**config.mk**
```make
export PLATFORM = sky130hd
export DESIGN_NAME = truth_table_sweeper_flat
export DESIGN_NICKNAME = d
export VERILOG_FILES = /design/src/rtl/sweep_pkg.sv /design/src/rtl/truth_table_sweeper_if.sv /design/src/rtl/sweep_settle_timer.sv /design/src/rtl/truth_table_sweeper.sv /design/src/flat_wrapper.sv
export SDC_FILE = /design/constraint.sdc
export NUM_CORES = 1
export LEC_CHECK = 0
export CORE_UTILIZATION = 55
export CTS_BUF_LIST = sky130_fd_sc_hd__clkbuf_4 sky130_fd_sc_hd__clkbuf_8 sky130_fd_sc_hd__clkbuf_16
export DETAILED_ROUTE_END_ITERATION = 8
export PLACE_DENSITY = 0.79
export SETUP_SLACK_MARGIN = 0.15
export SLEW_MARGIN = 15
export SYNTH_ARGS = -nofsm -noshare
export SYNTH_HDL_FRONTEND = slang
export SYNTH_HIERARCHICAL = 1
export SYNTH_SLANG_ARGS = --single-unit
```
**constraint.sdc**
```tcl
create_clock -name clk -period 4.1 [get_ports clk]
set_input_delay 0.41 -clock clk [delete_from_list [all_inputs] [get_ports clk]]
set_output_delay 0.41 -clock clk [all_outputs]
set_load 0.02 [all_outputs]
```
**src/rtl/sweep_pkg.sv**
```systemverilog
// Shared types and helpers for the truth-table sweeper.
// Build option: SWEEP_VOTE_EN enables majority-of-3 sampling.
package sweep_pkg;

  typedef enum logic [1:0] {
    IDLE,
    SETTLE,
    DONE
  } sweep_state_t;

  function automatic int vec_count(int n);
    return 1 << n;
  endfunction

  function automatic logic maj3(
    logic a,
    logic b,
    logic c
  );
    return (a & b) | (a & c) | (b & c);
  endfunction

endpackage

```
**src/rtl/truth_table_sweeper_if.sv**
```systemverilog
// Control, gate-drive and result bundle of the sweeper.
// Build option: SWEEP_VOTE_EN (no effect on this bundle).
interface truth_table_sweeper_if #(
  parameter int N_IN = 3
);
  import sweep_pkg::*;

  logic                       start;
  logic                       abort;
  logic [N_IN-1:0]            drive_in;
  logic                       dut_out;
  logic                       busy;
  logic                       done;
  logic [vec_count(N_IN)-1:0] table_out;
  logic                       match;

  modport master (
    output start, abort, dut_out,
    input  drive_in, busy, done,
    input  table_out, match
  );

  modport slave (
    input  start, abort, dut_out,
    output drive_in, busy, done,
    output table_out, match
  );
endinterface

```
**src/rtl/sweep_settle_timer.sv**
```systemverilog
// Per-vector settle counter with last-cycle and vote-window flags.
// Build option: SWEEP_VOTE_EN adds the vote window output.
module sweep_settle_timer #(
  parameter int SETTLE_CYCLES = 16
) (
  input  logic clk,
  input  logic rst,
  input  logic clear,
  input  logic enable,
`ifdef SWEEP_VOTE_EN
  output logic win,
`endif
  output logic last
);
  localparam int CW = $clog2(SETTLE_CYCLES) + 1;

  logic [CW-1:0] cnt;

  // count settle cycles; cleared between vectors and outside a sweep
  always_ff @(posedge clk) begin
    if (rst)
      cnt <= '0;
    else if (clear)
      cnt <= '0;
    else if (enable)
      cnt <= cnt + CW'(1);
  end

  assign last = (cnt == CW'(SETTLE_CYCLES - 1));

`ifdef SWEEP_VOTE_EN
  assign win = (cnt >= CW'(SETTLE_CYCLES - 3));
`endif

endmodule

```
**src/rtl/truth_table_sweeper.sv**
```systemverilog
// Steps a gate through all input vectors and captures its truth table.
// Build option: SWEEP_VOTE_EN stores a majority of 3 late samples.
module truth_table_sweeper
  import sweep_pkg::*;
#(
  parameter int                    N_IN          = 3,
  parameter int                    SETTLE_CYCLES = 16,
  parameter logic [(1<<N_IN)-1:0]  EXPECTED      = 8'hE9
) (
  input logic                  clk,
  input logic                  rst,
  truth_table_sweeper_if.slave bus
);
  localparam int NV = vec_count(N_IN);
  localparam int IW = N_IN + 1;

`ifdef SWEEP_VOTE_EN
  if (SETTLE_CYCLES < 3) begin : g_vote_chk
    $error("SETTLE_CYCLES must be >= 3 when voting");
  end
`else
  if (SETTLE_CYCLES < 1) begin : g_settle_chk
    $error("SETTLE_CYCLES must be >= 1");
  end
`endif

  sweep_state_t    state, nxt;
  logic [IW-1:0]   idx;
  logic [N_IN-1:0] drive_q;
  logic [NV-1:0]   table_q;
  logic            match_q;
  logic            done_q;
  logic            last;
  logic            clear;
  logic            smp;
  logic            fin;

  assign clear = (state != SETTLE) | last | bus.abort;
  assign fin   = (idx == IW'(NV - 1));

`ifdef SWEEP_VOTE_EN
  logic       win;
  logic [1:0] vs;

  sweep_settle_timer #(
    .SETTLE_CYCLES(SETTLE_CYCLES)
  ) u_tmr (
    .clk    (clk),
    .rst    (rst),
    .clear  (clear),
    .enable (state == SETTLE),
    .win    (win),
    .last   (last)
  );

  // shift in the early vote-window samples ahead of the last one
  always_ff @(posedge clk) begin
    if (rst)
      vs <= '0;
    else if (win && !last)
      vs <= {vs[0], bus.dut_out};
  end

  assign smp = maj3(vs[1], vs[0], bus.dut_out);
`else
  sweep_settle_timer #(
    .SETTLE_CYCLES(SETTLE_CYCLES)
  ) u_tmr (
    .clk    (clk),
    .rst    (rst),
    .clear  (clear),
    .enable (state == SETTLE),
    .last   (last)
  );

  assign smp = bus.dut_out;
`endif

  // state register
  always_ff @(posedge clk) begin
    if (rst)
      state <= IDLE;
    else
      state <= nxt;
  end

  // next-state decode; abort beats start and sweep progress
  always_comb begin
    nxt = state;
    unique case (state)
      IDLE:
        if (bus.start && !bus.abort)
          nxt = SETTLE;
      SETTLE:
        if (bus.abort)
          nxt = IDLE;
        else if (last && fin)
          nxt = DONE;
      DONE:
        nxt = IDLE;
      default:
        nxt = IDLE;
    endcase
  end

  // state-derived outputs
  always_comb begin
    bus.busy = (state != IDLE);
  end

  // vector index, gate drive, table capture, compare and done pulse
  always_ff @(posedge clk) begin
    if (rst) begin
      idx     <= '0;
      drive_q <= '0;
      table_q <= '0;
      match_q <= 1'b0;
      done_q  <= 1'b0;
    end else begin
      done_q <= 1'b0;
      unique case (state)
        IDLE: begin
          if (bus.start && !bus.abort) begin
            idx     <= '0;
            drive_q <= '0;
            table_q <= '0;
            match_q <= 1'b0;
          end
        end
        SETTLE: begin
          if (bus.abort) begin
            idx     <= '0;
            drive_q <= '0;
            match_q <= 1'b0;
          end else if (last) begin
            table_q[idx[N_IN-1:0]] <= smp;
            if (!fin) begin
              idx     <= idx + IW'(1);
              drive_q <= N_IN'(idx + IW'(1));
            end
          end
        end
        DONE: begin
          if (bus.abort) begin
            idx     <= '0;
            drive_q <= '0;
            match_q <= 1'b0;
          end else begin
            match_q <= (table_q == EXPECTED);
            done_q  <= 1'b1;
          end
        end
        default: ;
      endcase
    end
  end

  assign bus.drive_in  = drive_q;
  assign bus.table_out = table_q;
  assign bus.match     = match_q;
  assign bus.done      = done_q;

endmodule

```
**src/flat_wrapper.sv**
```systemverilog
// flat-port wrapper written by rule: the top's interface ports become plain ports
module truth_table_sweeper_flat import sweep_pkg::*;
#(
  parameter int                    N_IN          = 3,
  parameter int                    SETTLE_CYCLES = 16,
  parameter logic [(1<<N_IN)-1:0]  EXPECTED      = 8'hE9
)
  (clk, rst, bus_start, bus_abort, bus_dut_out, bus_drive_in, bus_busy, bus_done, bus_table_out, bus_match);
  truth_table_sweeper_if #(.N_IN(N_IN)) bus_i ();
  input logic clk;
  input logic rst;
  input wire logic [$bits(bus_i.start)-1:0] bus_start;
  input wire logic [$bits(bus_i.abort)-1:0] bus_abort;
  input wire logic [$bits(bus_i.dut_out)-1:0] bus_dut_out;
  output wire logic [$bits(bus_i.drive_in)-1:0] bus_drive_in;
  output wire logic [$bits(bus_i.busy)-1:0] bus_busy;
  output wire logic [$bits(bus_i.done)-1:0] bus_done;
  output wire logic [$bits(bus_i.table_out)-1:0] bus_table_out;
  output wire logic [$bits(bus_i.match)-1:0] bus_match;
  assign bus_i.start = bus_start;
  assign bus_i.abort = bus_abort;
  assign bus_i.dut_out = bus_dut_out;
  assign bus_drive_in = bus_i.drive_in;
  assign bus_busy = bus_i.busy;
  assign bus_done = bus_i.done;
  assign bus_table_out = bus_i.table_out;
  assign bus_match = bus_i.match;
  truth_table_sweeper #(.N_IN(N_IN), .SETTLE_CYCLES(SETTLE_CYCLES), .EXPECTED(EXPECTED)) u_core (.clk(clk), .rst(rst), .bus(bus_i));
endmodule
```
**Yosys cells after proc, flatten, opt, wreduce, memory -nomap -nowiden**

Index checks and enable logic that the tools add are counted.

- Bits in registers: 24
- Input bits: 5
- Output and inout port bits: 14
- Logic and storage cells: 70

- Add/sub/neg operators: 2
- Order comparisons: 2
- Eq/ne operators: 14
- Mux-type cells: 28
- Bitwise logic cells: 3
- Reduce and logical (&&, ||, !) cells: 14

Operators with widths:

| cell | number |
|---|---|
| 8-bit two-way mux | 3 |
| 4-bit two-way mux | 5 |
| 8-bit case mux with 2 select lines | 1 |
| 3-bit two-way mux | 5 |
| 4-bit case mux with 3 select lines | 1 |
| 3-bit case mux with 3 select lines | 1 |
| 8-bit bitwise mux | 1 |
| 8-bit equality test (second input constant) | 1 |
| 2-bit two-way mux | 3 |
| 2-bit by 1-bit inequality test with 1-bit output (second input constant) | 3 |
| 2-bit inequality test (second input constant) | 3 |
| 3-bit by 2-bit inequality test with 1-bit output (second input constant) | 2 |
| 5-bit by 1-bit adder with 5-bit output (second input constant) | 1 |
| 5-bit by 4-bit equality test with 1-bit output (second input constant) | 1 |
| 1-bit two-way mux | 5 |
| 5-bit AND reduction | 1 |
| 4-bit by 1-bit adder with 4-bit output (second input constant) | 1 |
| 4-bit by 3-bit equality test with 1-bit output (second input constant) | 1 |
| 3-bit by 4-bit less-than comparator with 1-bit output (second input constant) | 1 |
| 2-bit case mux with 2 select lines | 1 |
| 4-bit AND reduction | 1 |
| 2-bit nonzero test | 2 |
| 2-bit OR reduction | 2 |
| 1-bit demux with 3-bit select | 1 |
| 13 further kinds | 16 |

**Longest topological paths before layout**

Gate-level depths: netlist of the first run.

- Depth in word-level cells: 8
- Depth in mapped cells: 7
- Gate-level depth less buffers: 7

**By module**

The synthesis of the first run kept the hierarchy.

Modules (own cells, without submodules):

| module | instances | cells an instance | area an instance (µm²) | sequential area each (µm²) |
|---|---|---|---|---|
| truth_table_sweeper | 1 | 112 | 869.6 | 320.3 |
| sweep_settle_timer | 1 | 24 | 257.7 | 100.1 |

**Worst setup path before layout of the first run**

No wires, ideal clock.

- Path type: reg2reg
- Start: register u_core.u_tmr.cnt[0]
- End: register u_core.table_q[7] (netlist: u_core/bus.table_out[7])
- Setup time: 70 ps
- Arrival: 1861 ps
- Required time: 4030 ps
- Setup slack: 2169 ps
- Cell stages (with the launch flop): 8
- Path buffers: 0
- Clock period less this slack: 1931 ps
- Path through: dfxtp_1 > ha_1 > and3_1 > ha_1 > nand2_1 > a211o_1 > or4_1 > a21oi_1

- Word-level cells in the longest chain between the ends: 3

Ends and longest elaborated chain:

| item | line | source |
|---|---|---|
| start: declaration | sweep_settle_timer.sv:17 | `logic [CW-1:0] cnt;` |
| start signal: assignment | sweep_settle_timer.sv:26 | `cnt <= cnt + CW'(1);` |
| 5-bit by 4-bit equality test with 1-bit output | sweep_settle_timer.sv:29 | `assign last = (cnt == CW'(SETTLE_CYCLES - 1));` |
| via u_core.last | truth_table_sweeper.sv:33 | `logic last;` |
| 2-bit by 1-bit inequality test with 1-bit output (no line) | n/a |  |
| 4-bit AND reduction (no line) | n/a |  |
| end signal: indexed assignment | truth_table_sweeper.sv:136 | `table_q[idx[N_IN-1:0]] <= smp;` |
| end: declaration | truth_table_sweeper.sv:30 | `logic [NV-1:0] table_q;` |

The timed path passes the listed nets, and every way through them passes these cells.
A chain may end at the register's enable or synchronous reset.

**Worst setup path after layout of the first run**

Ends and elaborated chain as after synthesis.

==> metrics.md, run 1 <==
| Metric | Value |
|---|---|
| Antenna violations before repair | `0` |
| Post-CTS setup buffers | `0` |
| CTS sink cnt | `21` |
| WP data arrival | `2.46 ns` |
| Hold Violations, Final | `0` |
| Synthesized Nets | `144` |
| Crit path max-delay family | `simple AND/OR/NAND/NOR gates` |
| Top cell type's share of synthesized area | `37.29%` |
| Worst path bufs/invs | `0` |
| Power Density | `258.0 nW/um^2` |
| TNS Setup | `0 ns` |
| Syn_area_per_cell | `8.289 um^2` |
| CP max stage delay | `0.50 ns` |
| Worst-skew pair later-pin latency | `0.31 ns` |
| Synth async-reset ratio | `0%` |
| Initial Util | `58.05%` |
| Largest net degree at the start of global routing | `22` |
| N_diodes | `0` |
| Most used flip-flop cell after synthesis | `dfxtp_1` |
| Die X | `47.28 um` |
| Hold-fix buffers, CTS | `0` |
| Top cell type by total area after synthesis | `dfxtp_1` |
| Worst min path class | `reg2reg` |
| Pint | `0.2586 mW` |
| Layout area overhead | `15.98%` |
| Combinational group share of total power | `7.1%` |
| Startpoint types | `register` |
| Post-Place Cells | `171` |
| DR vias | `1043` |
| Commonest cells post-synth | `dfxtp_1, a21oi_1, o21ai_0, nand2_1, nor2_1` |
| Relative slew slack | `52.34%` |
| Detail Route Antenna Nets | `0` |
| Core Util, Final | `67.33%` |
| CTS Buf Count | `3` |
| CTS tree | `done` |
| Crit Path Max Fanout | `9` |
| Cts repair resizes | `0` |
| Vias in the first global route | `857` |
| Final Setup Violations | `0` |
| Final non-filler cell total | `175` |
| Tcrit/Tclk final | `54.30%` |
| First-pass GRT wire length | `3622 um` |
| Top post-synthesis cells by area | `dfxtp_1, a21oi_1, o21ai_0` |
| Switching share of power | `23.35%` |
| Leakage | `0.4463 nW` |
| Status | `completed` |
| Die H | `47.28 um` |
| Gr usage total | `22.88%` |
| Post-Syn Area | `1127 um^2` |
| Critical path type | `reg2reg` |
| Seq/Total Area, Yosys | `37.29%` |
| Core area | `1942 um^2` |
| Remaining global-route overflow | `0` |
| PnR Total Power | `0.3374 mW` |
| Nature of the critical path endpoint | `register` |
| Ys Warns | `6` |
| Psw | `0.07878 mW` |
| Seq pwr share | `61.0%` |
| WP data required | `4.34 ns` |
| Peak Freq | `0.4492 GHz` |
| EDFF count, synth | `0` |
| Period minus WS final | `2.226 ns` |
| Via/cell ratio | `5.960` |
| Worst VDD drop | `0.2410 mV` |
| Post-synthesis cell count | `136` |
| Gpl congestion | `0.8093` |
| Count of different cell masters after synthesis | `41` |
| Slew at the pin closest to its max-slew limit | `0.7127 ns` |
| FP Rows | `16` |
| Min Hold Slack | `0.4962 ns` |
| DRT iter0 DRCs | `31` |
| Final Slew Violations | `0` |
| Leading cell type by number of instances after synthesis | `dfxtp_1` |
| Final wirelength | `2354 um` |
| Wire length per cell | `13.45 um` |
| #FFs+latches synth | `21` |
| Critical Path Most Common Cell | `ha_1` |
| RSZ-0062 raised after global routing | `no` |
| Final Skew | `0.007753 ns` |
| Clock Tree Buf Depth | `2` |
| Slowest CP cell | `or4_1` |
| Die area | `2235 um^2` |
| Final nets | `157` |
| Input/output buffers | `18` |
| Root Driver | `clkbuf_4` |
| Share of layout cells above drive strength 1 | `7.432%` |
| # H-tree levels | `1` |
| HPWL after DPL | `1677 um` |
| Clock transition at the registers of the reported paths | `0.12 ns` |
| Crit-path cells | `ha_1, and3_1, ha_1, nand2_1, a211o_1, or4_1, a21oi_1` |
| Max-Cap Viols | `0` |
| Clk pwr share | `31.9%` |
| Number of I/O pins | `19` |
| DRT Pass-1 Iters | `4` |
| Drt drc | `0` |
## cells in the final DEF (no fill, tap or decap), drive strengths merged, types with 3 or more instances in the layout
| cell | count |
|---|---|
| nor2 | 9 |
| ha | 3 |
| clkdlybuf4s50 | 18 |
| clkbuf | 4 |
| a21oi | 17 |
| dfxtp | 21 |
| nor2b | 4 |
| o21ai | 10 |
| nand3 | 4 |
| nand2b | 4 |
| or3 | 3 |
| nand3b | 3 |
| nand2 | 9 |
| nor3 | 5 |
| inv | 7 |
## worst paths after layout
path	slack [ns]	end	cells after the start	from
worst min-delay path	0.50	u_core/bus.table_out[4]$_SDFFE_PP0P_	2	u_core/bus.table_out[4]$_SDFFE_PP0P_
worst max register to register	1.87	u_core/bus.table_out[7]$_SDFFE_PP0P_	7	u_core/u_tmr/cnt[0]$_SDFFE_PP0P_
worst min register to register	0.50	u_core/bus.table_out[4]$_SDFFE_PP0P_	2	u_core/bus.table_out[4]$_SDFFE_PP0P_
worst max-delay path	1.87	u_core/bus.table_out[7]$_SDFFE_PP0P_	7	u_core/u_tmr/cnt[0]$_SDFFE_PP0P_
## state kept, by name (all words and copies together), names as in the netlist
register	flops
u_core/u_tmr/cnt	5
u_core/idx	4
u_core/bus.table_out	8
u_core/bus.match	1
u_core/bus.done	1
u_core/state	2
## cells by family (layout without fill, tap and decap cells)
kind of cell	after synthesis	in the layout	share of synthesized area, %
XOR/XNOR	1	1	0.7771
AND/OR/NAND/NOR	53	53	27.19
multiplexers	3	3	3.218
adder cells (fa/ha/maj)	3	3	3.330
flip-flops	21	21	37.29
buffers and inverters	17	29	7.991
AO/OA/AOI/OAI	38	38	20.20
## power by group through the flow
| stage | Clock [mW] | Combinational, mW | Sequential [mW] |
|---|---|---|---|
| floorplan | 0 | 0.0184 | 0.209 |
| global placement | 0 | 0.0234 | 0.210 |
| detailed placement | 0 | 0.0239 | 0.210 |
| CTS | 0.111 | 0.0238 | 0.206 |
| global route | 0.117 | 0.0261 | 0.206 |
| finish | 0.108 | 0.0240 | 0.206 |
## layout make-up
type | count | area [um^2]
timing repair buffer | 18 | 180.2
multi-input combinational | 98 | 616.8
fill | 172 | 634.4
clock buffer | 4 | 30.03
inverter | 7 | 26.28
tap | 27 | 33.78
sequential | 21 | 420.4
## tightest hold or removal path: cells and delay by family, from the launching register on
kind | cells | cell delay, ns
compound gates | 2 | 0.13
flops | 1 | 0.33
## per-layer routing
layer | up-vias | track usage, % | part of all wire, %
li1 | 507 | - | -
met3 | 2 | 3.846 | 6.2
met5 | - | 0 | 0
met1 | 496 | 30.56 | 44
met4 | 0 | 9.714 | 0.59
met2 | 38 | 36.16 | 49
## through the flow
step / instance area, um^2 / worst slack, ns
2_1_floorplan: 1127 / 2.169
3_3_place_gp: 1277 / 1.968
3_5_place_dp: 1277 / 1.904
4_1_cts: 1308 / 1.901
5_1_grt: 1308 / 1.769
6_report: 1308 / 1.874
No activity file was read; power rests on OpenSTA's default activity.
==> inputs of run 2 (changes only) <==
--- a/config.mk
+++ b/config.mk
@@ -5,10 +5,10 @@
 export SDC_FILE = /design/constraint.sdc
 export NUM_CORES = 1
 export LEC_CHECK = 0
-export CORE_UTILIZATION = 55
+export CORE_UTILIZATION = 46
 export CTS_BUF_LIST = sky130_fd_sc_hd__clkbuf_4 sky130_fd_sc_hd__clkbuf_8 sky130_fd_sc_hd__clkbuf_16
 export DETAILED_ROUTE_END_ITERATION = 8
-export PLACE_DENSITY = 0.79
+export PLACE_DENSITY = 0.7
 export SETUP_SLACK_MARGIN = 0.15
 export SLEW_MARGIN = 15
 export SYNTH_ARGS = -nofsm -noshare
==> constraint.sdc (replaced) <==
create_clock -name clk -period 1.85 [get_ports clk]
set_input_delay 0.185 -clock clk [delete_from_list [all_inputs] [get_ports clk]]
set_output_delay 0.185 -clock clk [all_outputs]
set_load 0.02 [all_outputs]
==> metrics.md, run 2 (same netlist as run 1, synthesis figures left out) <==
| Metric | Value |
|---|---|
| Relative slew slack | `66.81% (+14 points)` |
| CTS tree | `done` |
| Status | `finished, violations left` |
| Max reg flops | `8 (unchanged)` |
| Setup ws final | `-0.007423 ns (-1.881 ns)` |
| Nature of the critical path endpoint | `register` |
| Period minus WS final | `1.857 ns (-0.3688 ns)` |
| Die X | `51.51 um (+8.9%)` |
| Switching share of power | `25.38% (+2.0 points)` |
| Final Setup Violations | `1 (+1)` |
| Final wirelength | `2746 um (+17%)` |
| CTS Buf Count | `3 (unchanged)` |
| Detail Route Antenna Nets | `0 (unchanged)` |
| Final Skew | `0.01026 ns (+0.002512 ns)` |
| Pint | `0.5664 mW (+120%)` |
| Startpoint types | `register` |
| Core area | `2255 um^2 (+16%)` |
| First-pass GRT wire length | `4312 um (+19%)` |
| Clk pwr share | `30.4% (-1.5 points)` |
| Largest net degree at the start of global routing | `13 (-41%)` |
| Most frequent cells in the layout | `clkdlybuf4s50_1, buf_4, dfxtp_1` |
| Crit Path Max Fanout | `6 (-3)` |
| Drt drc | `0 (unchanged)` |
| DRT iter0 DRCs | `36 (+16%)` |
| TNS Setup | `-0.007423 ns (-0.007423 ns)` |
| DRT Pass-1 Iters | `4 (unchanged)` |
| HPWL after DPL | `1856 um (+11%)` |
| Gpl congestion | `0.8053 (-0.49%)` |
| FP Rows | `17 (+1)` |
| Worst hold start | `u_core/bus.table_out[2]$_SDFFE_PP0P_` |
| Worst-skew pair later-pin latency | `0.31 ns (about the same)` |
| Worst r2r dst | `u_core/idx[3]$_SDFFE_PP0P_` |
| DP Worst Slack | `-0.01523 ns (-1.920 ns)` |
| Share of layout cells above drive strength 1 | `29.09% (+22 points)` |
| Commonest non-fill, non-tap cell in the layout | `clkdlybuf4s50_1` |
| Seq pwr share | `60.1% (-0.9 points)` |
| Die area | `2653 um^2 (+19%)` |
| Worst VDD drop | `0.4035 mV (+67%)` |
| Max-Cap Viols | `0 (unchanged)` |
| Slew at the pin closest to its max-slew limit | `0.4957 ns (-0.2170 ns)` |
| Layout area overhead | `35.96%` |
| RSZ-0062 raised after global routing | `yes` |
| Worst min path class | `reg2reg` |
| Antenna violations before repair | `0 (unchanged)` |
| WP data required | `2.09 ns (-2.25 ns)` |
| WP data arrival | `2.09 ns (-0.37 ns)` |
| CTS sink cnt | `21 (unchanged)` |
| DR vias | `1111 (+6.5%)` |
| Psw | `0.1927 mW (+140%)` |
| Hold Crit Depth | `2 (unchanged)` |
| Gr usage total | `21.83% (-1.0 points)` |
| Hold-fix buffers, CTS | `0 (unchanged)` |
| Root Driver | `clkbuf_4` |
| Tcrit/Tclk final | `100.4% (+46 points)` |
| Die H | `51.51 um (+8.9%)` |
| Initial Util | `50.00% (-8.1 points)` |
| Failing checks | `setup timing` |
| # H-tree levels | `1 (unchanged)` |
| Number of I/O pins | `19 (unchanged)` |
| Combinational group share of total power | `9.5% (+2.4 points)` |
| Clock transition at the registers of the reported paths | `0.13 ns (about the same)` |
| Crit-path cells | `ha_4, and3_4, ha_4, and4bb_2, nand2_2, or3_1, a311oi_2` |
| Hold Violations, Final | `0 (unchanged)` |
| Remaining global-route overflow | `0 (unchanged)` |
| N_diodes | `0 (unchanged)` |
| Clock Tree Buf Depth | `2 (unchanged)` |
| Slack of the worst reg-to-reg path | `-0.007 ns (-1.88 ns)` |
| Slowest CP cell | `or3_1` |
| Power Density | `495.2 nW/um^2 (+92%)` |
| Leakage | `0.5674 nW (+27%)` |
| Vias in the first global route | `972 (+13%)` |
| Final Slew Violations | `0 (unchanged)` |
| CP max stage delay | `0.39 ns (-0.11 ns)` |
| Peak Freq | `0.5384 GHz (+20%)` |
| Via/cell ratio | `5.756 (-3.4%)` |
| Hold endpoint | `u_core/bus.table_out[2]$_SDFFE_PP0P_` |
| Critical path type | `reg2reg` |
| Input/output buffers | `18 (unchanged)` |
| Wire length per cell | `14.23 um (+5.8%)` |
| Worst reg2reg startpoint | `u_core/u_tmr/cnt[1]$_SDFFE_PP0P_` |
| Critical Path Most Common Cell | `ha_4` |
| Reg2Reg Depth | `7 (unchanged)` |
| Final nets | `174 (+11%)` |
[run 2: changes by cell type in the layout (fill, tap and decap cells not counted), sizes merged]
cell	delta
buf	+17
clkdlybuf4s50	-1
clkbuf	-1
clkinv	+1
dlymetal6s2s	+1
[run 2: layer usage]
layer / vias up / routed length [um] / global-route usage [%]
met3: 4 / 124 / 3.509
li1: 545 / - / -
met2: 39 / 1294 / 32.25
met5: - / 0 / 0
met4: 0 / 28 / 11.26
met1: 523 / 1298 / 30.42
[run 2: worst max path at each step]
stage | start | to | slack, ns | cells after the start
final | u_core/u_tmr/cnt[1]$_SDFFE_PP0P_ | u_core/idx[3]$_SDFFE_PP0P_ | -0.007 | 7
after global routing | u_core/u_tmr/cnt[1]$_SDFFE_PP0P_ | u_core/idx[3]$_SDFFE_PP0P_ | -0.06 | 7
after CTS | u_core/u_tmr/cnt[1]$_SDFFE_PP0P_ | u_core/idx[3]$_SDFFE_PP0P_ | 0.003 | 7
after detailed placement | u_core/u_tmr/cnt[1]$_SDFFE_PP0P_ | u_core/bus.table_out[7]$_SDFFE_PP0P_ | -0.02 | 7
after global placement | u_core/u_tmr/cnt[1]$_SDFFE_PP0P_ | u_core/bus.table_out[7]$_SDFFE_PP0P_ | 0.02 | 7
after floorplan | u_core/u_tmr/cnt[1]$_SDFFE_PP0P_ | u_core/bus.table_out[7]$_SDFFE_PP0P_ | -0.02 | 7
[run 2: worst max-delay path: cells and delay by family, from the launching register on]
| kind | cells | cell delay, ns |
|---|---|---|
| adders and majority gates | 2 | 0.28 |
| AOI/OAI and AO/OA | 1 | 0.24 |
| and+or+nand+nor | 4 | 0.91 |
| DFF | 1 | 0.37 |
[run 2: timing repair]
action	4_1_cts	5_1_grt
hold endpoints to repair	0	0
endpoints found under the setup margin	15	16
pin swaps	3	1
resized for setup	7	18
setup buffers	3	1
cloned	0	0
[run 2: power by group through the flow]
stage	Clock, mW	Sequential [mW]	Combinational [mW]
after global placement	0	0.466	0.0663
final	0.230	0.456	0.0725
after detailed placement	0	0.466	0.0663
after floorplan	0	0.464	0.0408
after CTS	0.238	0.456	0.0675
after global routing	0.259	0.457	0.0782
[run 2: area by class of cell]
type / count / area, um^2
multi-input cells: 98 / 703.2
clock inverters: 1 / 5.005
clock buffers: 3 / 22.52
well taps: 28 / 35.03
repair buffers: 35 / 314.1
fillers: 198 / 721.9
flip-flops and latches: 21 / 426.7
inverters: 7 / 26.28
[run 2: per-stage QoR]
| stage | total power [mW] | hold WS (ns) | std cells | utilization, % | area [um^2] |
|---|---|---|---|---|---|
| floorplan | 0.5047 | 0.4180 | 136 | - | 1162 |
| global placement | 0.5322 | 0.4783 | 185 | 62.60 | 1411 |
| detailed placement | 0.5322 | 0.4815 | 185 | 62.60 | 1411 |
| CTS | 0.7614 | 0.4959 | 192 | 65.09 | 1468 |
| global route | 0.7936 | 0.5205 | 193 | 67.98 | 1533 |
| finish | 0.7590 | 0.4984 | 193 | 67.98 | 1533 |
==> inputs of run 3 (changes only) <==
--- a/config.mk
+++ b/config.mk
@@ -5,10 +5,11 @@
 export SDC_FILE = /design/constraint.sdc
 export NUM_CORES = 1
 export LEC_CHECK = 0
-export CORE_UTILIZATION = 46
-export CTS_BUF_LIST = sky130_fd_sc_hd__clkbuf_4 sky130_fd_sc_hd__clkbuf_8 sky130_fd_sc_hd__clkbuf_16
+export ABC_AREA = 1
+export CORE_UTILIZATION = 50
+export CTS_BUF_LIST = sky130_fd_sc_hd__clkbuf_4
 export DETAILED_ROUTE_END_ITERATION = 8
-export PLACE_DENSITY = 0.7
+export PLACE_DENSITY = 0.75
 export SETUP_SLACK_MARGIN = 0.15
 export SLEW_MARGIN = 15
 export SYNTH_ARGS = -nofsm -noshare
==> metrics.md, run 3 <==
| Metric | Value |
|---|---|
| Nature of the critical path endpoint | `output port` |
| Largest net degree at the start of global routing | `18 (+5)` |
| CTS sink cnt | `21 (unchanged)` |
| Fillers | `209 (+5.6%)` |
| #FFs+latches synth | `21 (unchanged)` |
| Worst VDD drop | `0.3080 mV (-24%)` |
| Remaining global-route overflow | `0 (unchanged)` |
| Initial Util | `54.11% (+4.1 points)` |
| Vias in the first global route | `1045 (+7.5%)` |
| Number of I/O pins | `19 (unchanged)` |
| Post-synthesis cell count | `182 (+34%)` |
| Wire length per cell | `12.23 um (-14%)` |
| Top cell type by total area after synthesis | `dfxtp_1` |
| Seq/Total Area, Yosys | `34.46% (-2.8 points)` |
| Final nets | `207 (+19%)` |
| Syn_area_per_cell | `6.703 um^2 (-19%)` |
| Relative slew slack | `76.23% (+9.4 points)` |
| Max reg flops | `8 (unchanged)` |
| DRT Pass-1 Iters | `5 (+1)` |
| Commonest cells post-synth | `nand2_1, nand3_1, nor2_1, inv_1, dfxtp_1` |
| Area after DPL | `1376 um^2 (-2.5%)` |
| Post-Syn Area | `1220 um^2 (+8.2%)` |
| HPWL after DPL | `1997 um (+7.6%)` |
| DR vias | `1236 (+11%)` |
| Die H | `51.40 um (-0.21%)` |
| N_diodes | `0 (unchanged)` |
| Min Hold Slack | `0.4898 ns (-0.008613 ns)` |
| Top post-synthesis cells by area | `dfxtp_1, nand2_1, nand3_1` |
| Commonest non-fill, non-tap cell in the layout | `nand2_1` |
| # H-tree levels | `1 (unchanged)` |
| Post-Layout Inst Area | `1435 um^2 (-6.4%)` |
| Final non-filler cell total | `226 (+17%)` |
| Gpl congestion | `0.9127 (+13%)` |
| Leakage | `0.5848 nW (+3.1%)` |
| RSZ-0062 raised after global routing | `yes` |
| Max-Cap Viols | `0 (unchanged)` |
| Worst reg2reg startpoint | `u_core/u_tmr/cnt[0]$_SDFFE_PP0P_` |
| Root Driver | `clkbuf_4` |
| Die X | `51.40 um (-0.21%)` |
| Synth async-reset ratio | `0% (unchanged)` |
| Clock Tree Buf Depth | `2 (unchanged)` |
| FP Rows | `17 (unchanged)` |
| WP data required | `1.66 ns (-0.43 ns)` |
| Gr usage total | `22.55% (+0.72 points)` |
| Most used flip-flop cell after synthesis | `dfxtp_1` |
| Period minus WS final | `1.631 ns (-0.2263 ns)` |
| Startpoint types | `register` |
| Crit Path Max Fanout | `6 (unchanged)` |
| Leading cell type by number of instances after synthesis | `nand2_1` |
| Share of layout cells above drive strength 1 | `12.12% (-17 points)` |
| Final wirelength | `2764 um (+0.66%)` |
| DRT iter0 DRCs | `49 (+36%)` |
| Most frequent cells in the layout | `nand2_1, nand3_1, inv_1` |
| Final Skew | `0.005150 ns (-0.005115 ns)` |
| WP data arrival | `1.45 ns (-0.64 ns)` |
| CTS Buf Count | `3 (unchanged)` |
| Critical path type | `reg2out` |
| Hold-fix buffers, CTS | `0 (unchanged)` |
| Input/output buffers | `18 (unchanged)` |
| Die area | `2641 um^2 (-0.43%)` |
| Layout area overhead | `17.64%` |
| Final Slew Violations | `0 (unchanged)` |
| Post-CTS setup buffers | `0 (-3)` |
| Worst min path class | `reg2reg` |
| Slew at the pin closest to its max-slew limit | `0.3555 ns (-0.1402 ns)` |
| Ys Warns | `6 (unchanged)` |
| EDFF count, synth | `0 (unchanged)` |
| Core area | `2255 um^2 (unchanged)` |
| Top cell type's share of synthesized area | `34.46% (-2.8 points)` |
| Drt drc | `0 (unchanged)` |
| Tcrit/Tclk final | `88.17% (-12 points)` |
| Synthesized Nets | `190 (+32%)` |
| First-pass GRT wire length | `4450 um (+3.2%)` |
| CTS tree | `done` |
| Worst hold start | `u_core/bus.table_out[6]$_SDFFE_PP0P_` |
| CP startpoint | `u_core/state[0]$_SDFFE_PP0P_` |
| Clock transition at the registers of the reported paths | `0.12 ns (about the same)` |
| Post-Place Cells | `222 (+20%)` |
| Count of different cell masters after synthesis | `24 (-41%)` |
| Hold Violations, Final | `0 (unchanged)` |
| TNS Setup | `0 ns (+0.007423 ns)` |
| Worst-skew pair later-pin latency | `0.31 ns (about the same)` |
| Via/cell ratio | `5.469 (-5.0%)` |
| Power Density | `572.5 nW/um^2 (+16%)` |
| Peak Freq | `0.6131 GHz (+14%)` |
| Final Setup Violations | `0 (-1)` |
| Detail Route Antenna Nets | `0 (unchanged)` |
| Antenna violations before repair | `0 (unchanged)` |
| Status | `completed` |
-- run 3: changes by cell type in the layout (fill, tap and decap cells not counted), moves of 4 or more --
| cell | previous run | this run |
|---|---|---|
| buf_4 | 16 | 3 |
| inv_1 | 7 | 22 |
| o21ai_0 | 2 | 6 |
| nand4_1 | 0 | 8 |
| nand3_1 | 4 | 24 |
| o21ai_1 | 6 | 1 |
| nand2_1 | 8 | 38 |
| nor2b_1 | 4 | 0 |
| nor2_1 | 9 | 20 |
| nand2b_1 | 4 | 0 |
-- run 3: final cells by class --
class | instances | area (um^2) | area share (%)
clock buffer | 3 | 22.52 | 1.569
sequential | 21 | 427.9 | 29.82
timing repair buffer | 21 | 202.7 | 14.12
multi-input combinational | 129 | 653.1 | 45.51
clock inverter | 1 | 5.005 | 0.3487
inverter | 23 | 88.84 | 6.190
tap | 28 | 35.03 | 2.441
-- run 3: where the power goes --
group          total [mW]  internal, mW  switching [mW]
clock               0.225        0.0807           0.145
combinational       0.124        0.0453          0.0789
sequential          0.472         0.459          0.0129
total               0.822         0.585           0.237
-- run 3: what timing repair did --
action                                  4_1_cts  5_1_grt
resized for setup                             2       11
endpoints found under the setup margin        2       14
hold endpoints to repair                      0        0
gates cloned                                  0        0
-- run 3: cell families (layout without fill, tap and decap cells) --
family,count (synthesis),in the layout,synth area share (%)
AO/OA/AOI/OAI,23,23,9.641
flip-flops,21,21,34.46
buffers and inverters,32,48,13.95
AND/OR/NAND/NOR,103,103,38.87
adder cells (fa/ha/maj),3,3,3.077
-- run 3: path summary, 6_finish.rpt --
| check | end | slack (ns) | cells after the start |
|---|---|---|---|
| setup reg to reg | u_core/bus.table_out[7]$_SDFFE_PP0P_ | 0.27 | 9 |
| setup / recovery | bus_busy | 0.22 | 3 |
| hold / removal | u_core/bus.table_out[6]$_SDFFE_PP0P_ | 0.49 | 2 |
| hold reg to reg | u_core/bus.table_out[6]$_SDFFE_PP0P_ | 0.49 | 2 |
-- run 3: layer usage --
layer,wire [um],global-route usage [%],share of wire (%)
met1,1265,27.36,46
met2,1343,38.31,49
met3,123,4.167,4.5
met4,31,9.910,1.1
met5,0,0,0
-- run 3: stage by stage --
| stage | power (mW) | utilization [%] | setup slack, ns |
|---|---|---|---|
| floorplan | 0.5713 | - | 0.2938 |
| global placement | 0.5946 | 61.04 | 0.1893 |
| detailed placement | 0.5976 | 61.04 | 0.1008 |
| CTS | 0.8174 | 62.49 | 0.1541 |
| global route | 0.8709 | 63.65 | 0.1230 |
| finish | 0.8217 | 63.65 | 0.2189 |
-- run 3: worst max-delay path, cell delays in order, from the launching register on --
cell and delay, ns:
dfxtp_2 0.37, nor2_2 0.18, inv_1 0.06, clkdlybuf4s50_1 0.53
